==> src/rtl/amber_wb_inst_feeder.sv <==
// Wishbone slave feeding queued instruction words (x4 lanes) to the core, NOP when empty; stores captured.
// Latency: request sampled at edge N, ack/err for one cycle after it; push backpressure is o_push_ready = not-full.
module amber_wb_inst_feeder #(
    parameter int          DEPTH    = 8,
    parameter logic [31:0] NOP_WORD = 32'hE1A00000
) (
    input  logic         i_clk,
    input  logic         i_rst,
    input  logic         i_push_valid,
    input  logic [31:0]  i_push_data,
    output logic         o_push_ready,
    input  logic [31:0]  i_wb_adr,
    input  logic [15:0]  i_wb_sel,
    input  logic         i_wb_we,
    input  logic [127:0] i_wb_dat,
    output logic [127:0] o_wb_dat,
    input  logic         i_wb_cyc,
    input  logic         i_wb_stb,
    output logic         o_wb_ack,
    output logic         o_wb_err,
    output logic         o_st_valid,
    output logic [31:0]  o_st_adr,
    output logic [31:0]  o_st_data,
    output logic [15:0]  o_fetch_count,
    output logic [15:0]  o_nop_count
);
    localparam int AW = $clog2(DEPTH);

    typedef enum logic {IDLE, RESP} state_t;

    state_t         state;
    logic [31:0]    mem [DEPTH];
    logic [AW-1:0]  wr_ptr;
    logic [AW-1:0]  rd_ptr;
    logic [AW:0]    count;
    logic           full;
    logic           empty;
    logic           req;
    logic           push_en;
    logic           pop_en;
    logic [31:0]    st_lane;

    assign full         = (count == (AW+1)'(DEPTH));
    assign empty        = (count == '0);
    assign o_push_ready = ~full;
    assign req          = (state == IDLE) && i_wb_cyc && i_wb_stb;
    // No bypass: fullness is judged before any same-cycle pop.
    assign push_en      = i_push_valid && !full;
    assign pop_en       = req && !i_wb_we && !empty;

    always_comb begin
        st_lane = i_wb_dat[31:0];
        case (i_wb_adr[3:2])
            2'd0: st_lane = i_wb_dat[31:0];
            2'd1: st_lane = i_wb_dat[63:32];
            2'd2: st_lane = i_wb_dat[95:64];
            2'd3: st_lane = i_wb_dat[127:96];
            default: st_lane = i_wb_dat[31:0];
        endcase
    end

    always_ff @(posedge i_clk) begin
        if (push_en) mem[wr_ptr] <= i_push_data;
    end

    always_ff @(posedge i_clk or posedge i_rst) begin
        if (i_rst) begin
            state         <= IDLE;
            wr_ptr        <= '0;
            rd_ptr        <= '0;
            count         <= '0;
            o_wb_dat      <= '0;
            o_wb_ack      <= 1'b0;
            o_wb_err      <= 1'b0;
            o_st_valid    <= 1'b0;
            o_st_adr      <= '0;
            o_st_data     <= '0;
            o_fetch_count <= '0;
            o_nop_count   <= '0;
        end else begin
            if (push_en) wr_ptr <= wr_ptr + 1'b1;
            if (pop_en)  rd_ptr <= rd_ptr + 1'b1;
            count <= count + {{AW{1'b0}}, push_en} - {{AW{1'b0}}, pop_en};

            case (state)
                IDLE: begin
                    if (req) begin
                        state <= RESP;
                        if (!i_wb_we) begin
                            o_wb_ack <= 1'b1;
                            if (!empty) begin
                                o_wb_dat <= {4{mem[rd_ptr]}};
                                if (o_fetch_count != 16'hFFFF) o_fetch_count <= o_fetch_count + 16'd1;
                            end else begin
                                o_wb_dat <= {4{NOP_WORD}};
                                if (o_nop_count != 16'hFFFF) o_nop_count <= o_nop_count + 16'd1;
                            end
                        end else if (|i_wb_sel) begin
                            o_wb_ack   <= 1'b1;
                            o_st_valid <= 1'b1;
                            o_st_adr   <= i_wb_adr;
                            o_st_data  <= st_lane;
                        end else begin
                            o_wb_err <= 1'b1;
                        end
                    end
                end
                RESP: begin
                    state      <= IDLE;
                    o_wb_ack   <= 1'b0;
                    o_wb_err   <= 1'b0;
                    o_st_valid <= 1'b0;
                end
                default: state <= IDLE;
            endcase
        end
    end
endmodule

==> config.mk <==
export PLATFORM = sky130hd
export DESIGN_NAME = amber_wb_inst_feeder
export DESIGN_NICKNAME = d
export VERILOG_FILES = /design/src/rtl/amber_wb_inst_feeder.sv
export SDC_FILE = /design/constraint.sdc
export NUM_CORES = 1
export LEC_CHECK = 0
export BUFFER_PORTS_ARGS = -buffer_cell sky130_fd_sc_hd__buf_2
export CELL_PAD_IN_SITES_DETAIL_PLACEMENT = 0
export CELL_PAD_IN_SITES_GLOBAL_PLACEMENT = 2
export CORE_AREA = 2 2 215 217
export DETAILED_ROUTE_END_ITERATION = 8
export DIE_AREA = 0 0 217 219
export GPL_ROUTABILITY_DRIVEN = 0
export PLACE_DENSITY_LB_ADDON = 0.1
export SLEW_MARGIN = 15
export SYNTH_ARGS = -nofsm -noshare
export SYNTH_HDL_FRONTEND = slang
export SYNTH_SLANG_ARGS = --single-unit
export TNS_END_PERCENT = 1
==> constraint.sdc <==
create_clock -name i_clk -period 5.21 [get_ports i_clk]
set_input_delay 1.042 -clock i_clk [delete_from_list [all_inputs] [get_ports i_clk]]
set_output_delay 1.042 -clock i_clk [all_outputs]
set_load 0.03 [all_outputs]
==> impl_results.md <==
* Row count at between 70 and 80
* Synthesized cell area at 17,000 µm²
* Top Family by Delay on Critical Path: simple AND/OR/NAND/NOR gates
* TritonCTS sink count at roughly 400
* Final design instance area without fill at roughly 21,000 µm²
* Per-cell routed wire length at 22.3 µm
* Vias in the first global route at between 9,000 and 10,000
* Multi-input logic area at 4800 µm²
* Number of port buffers at around 440
* CP max stage delay at 0.51 ns
* Nets@finish at 1,523
* Antenna-violating nets left at 0
* R2r endpoint: mem[7][23]
* Final setup violation count at 0
* Hold depth at 1
* Clk slew on worst S/H paths at 0.06 ns
* CP Class: reg2out
* Avg Vias per Cell at roughly 4.9
* Yosys reg bits at just under 400
* Post-Place Setup Slack at 1.84 ns
* Period utilization at a little under three fifths
* RSZ-0062 raised after global routing: false
* Fraction of registers with async set or reset after synthesis at approximately 36%
* Relative slew slack at approximately a quarter
* CP Depth at 4
* Worst Path Required at 4.17 ns
* Min-delay src: o_fetch_count[11]
* CTS tree: built
* Routed WL at about 43 mm
* Hold_buf cts at 0
* Pwr dens at 559 nW/µm²
* Worst Setup End Kind: output pin
* Synth top cells by count: 256 x edfxtp_1, 142 x dfrtp_1, 102 x buf_4, 96 x mux4_2, 93 x mux2_2
* Register area at 11,200 µm²
* DRC at 0
* First-pass GRT wire length at 62.9 mm
* Layout cell share with drive strength beyond 1 at 56.1%
* Drt pass-1 iters at 4
* Worst Max-Slew Pin Slew at around 1.1 ns
* 1st-iter DRT viols at 588
* GRT Total Usage at 18.0%
* Most used DFF post-synth: edfxtp_1
* Fillers at 3,982
* VDD IR-drop max at 398 µV
* CTS Root Cell: clkbuf_16
* Syn nets at 1,158
* Die area at 47,500 µm²
* Number of top-level pins at 442
* Ys Warns at 0
* R2R Setup Slk at around 2.5 ns
* Die height at 219 µm
* Fin Setup TNS at 0 ns
* CP bufs+invs at 2
* LEAKAGE at 0.00836 µW
* Fmax achieved at 339 MHz
* Initial antenna violation count at 8
* Worst Hold Class: reg2reg
* Startpoint types: flop
* Via Count at 9,501
* Post-CTS Repair Setup Buffers at 0
* # H-tree levels at 2
* Dpl cell area at 19,200 µm²
* Pin count of the biggest net entering global routing at 87
* Worst R2R Start: count[2]
* Top-count cell post-synth: edfxtp_1
* EDFF count, synth at between 200 and 300
* CP Launch Point: count[2]
* Run status: complete, no violations
* Hold Violations, Final at 0
* Reg2Reg Depth at 6
* Layout area overhead at 21.9%
* Area contributors post-synth: edfxtp_1 45%, dfrtp_1 21%, mux4_2 13%
* Hold Crit Endpoint: o_fetch_count[11]
* Cell variety after synth at 47
* Clk_lat worst skew at between 0.5 and 0.6 ns
* Die width at 217 µm
* Hpwl dp at 29.1 mm
* Starting Density at between 30% and 40%
* CTS Buf Count at 44
* Syn avg cell area at 18.2 µm²
* Synth area leader: edfxtp_1
* Clock Path Buffers at 3
* Core Region at between 40,000 and 50,000 µm²
* Worst-path cell chain: inv_1, ha_1, or3b_2, buf_2
* Skew final at 0.0255 ns
* GRT Residual Overflow at 0
* Fin. max-slew vios at 0
* Slowest stage cell, crit path: or3b_2
* Max Cap Violations at 0
* Top cell type's share of synthesized area at 45.3%
* Seq/Total Area, Yosys at 66.3%
* Post-Synthesis Cells at 933
* Final min period at 2.95 ns
* Post-cts sizing count at 0
* Worst Path Max Fanout at 4
* Final WS setup at 2.26 ns
* Crit path DAT at approximately 1.9 ns
## cells in the final DEF (no fill, tap or decap), drive strengths merged, types with 2 or more instances in the layout
| cell | synthesis | routed |
|---|---|---|
| and3 | 5 | 5 |
| xor2 | 17 | 17 |
| and2 | 4 | 4 |
| mux2 | 94 | 94 |
| and4 | 3 | 3 |
| inv | 10 | 12 |
| o2111ai | 7 | 7 |
| ha | 10 | 10 |
| nor4 | 14 | 14 |
| nor3 | 4 | 4 |
| nor2 | 16 | 16 |
| or2 | 3 | 3 |
| a22o | 26 | 26 |
| nand4 | 9 | 9 |
| nand3 | 9 | 9 |
| mux2i | 6 | 6 |
| xnor2 | 18 | 18 |
| mux4 | 96 | 96 |
| clkinv | 0 | 8 |
| nor4b | 3 | 3 |
| clkbuf | 14 | 70 |
| nand2b | 2 | 2 |
| diode | 0 | 3 |
| nor3b | 2 | 2 |
| nand2 | 12 | 12 |
| buf | 128 | 461 |
| a21oi | 7 | 7 |
| dfrtp | 142 | 142 |
| o21ai | 4 | 4 |
| edfxtp | 256 | 256 |
| o211ai | 3 | 3 |
## layer usage
layer  global-route usage, %  vias to the layer above  share of wire, %
li1                        -                     4292                 -
met1                    22.6                     4795                40
met2                    30.5                      333                50
met3                    4.16                       75               6.7
met4                    6.51                        6               2.6
met5                       0                        -             0.095
## layout make-up
class	instances	share of cell area [%]
tap	600	3.63
clock inverter	11	0.593
sequential	398	54.4
antenna	3	0.0363
clock buffer	70	6.48
inverter	10	0.206
timing repair buffer	461	11.5
multi-input combinational	383	23.2
## power by group
part | switching, µW | internal (µW) | total [µW]
clock network | 1260 | 1820 | 3090
registers | 595 | 4000 | 4590
logic | 2380 | 1500 | 3880
total | 4240 | 7320 | 11600
## registers in the layout, indices dropped and copies added, names as in the netlist
name / count
o_wb_err: 1
wr_ptr: 3
o_st_adr: 32
rd_ptr: 3
state: 1
o_fetch_count: 16
o_wb_ack: 1
count: 4
o_st_valid: 1
o_st_data: 32
o_nop_count: 16
o_wb_dat: 32
mem: 256
## worst max path at each step
stage / to
floorplan: count[0]
global placement: o_st_adr[10]
detailed placement: o_st_data[17]
CTS: o_push_ready
global route: o_push_ready
finish: o_push_ready
## logic make-up (layout without fill, tap and decap cells)
family          count (synthesis)  count (layout)  share of synthesized area, %
xor+xnor                       35              35                          1.81
compound gates                 49              49                          2.27
fa+ha+maj                      11              11                         0.856
flops                         398             398                          66.3
buf+inv                       152             552                          5.99
mux                           196             196                          19.3
simple gates                   92              92                          3.45
other cells                     0               3                             0
## stage by stage
step / util, % / std cells / power (µW) / hold slack (ns)
2_1_floorplan: - / 933 / 7790 / 0.488
3_3_place_gp: 42.6 / 1852 / 8630 / 0.475
3_5_place_dp: 42.6 / 1852 / 8630 / 0.482
4_1_cts: 45.8 / 1933 / 11800 / 0.491
5_1_grt: 45.9 / 1935 / 12100 / 0.513
6_report: 45.9 / 1936 / 11600 / 0.493
No activity file was read; power rests on OpenSTA's default activity.
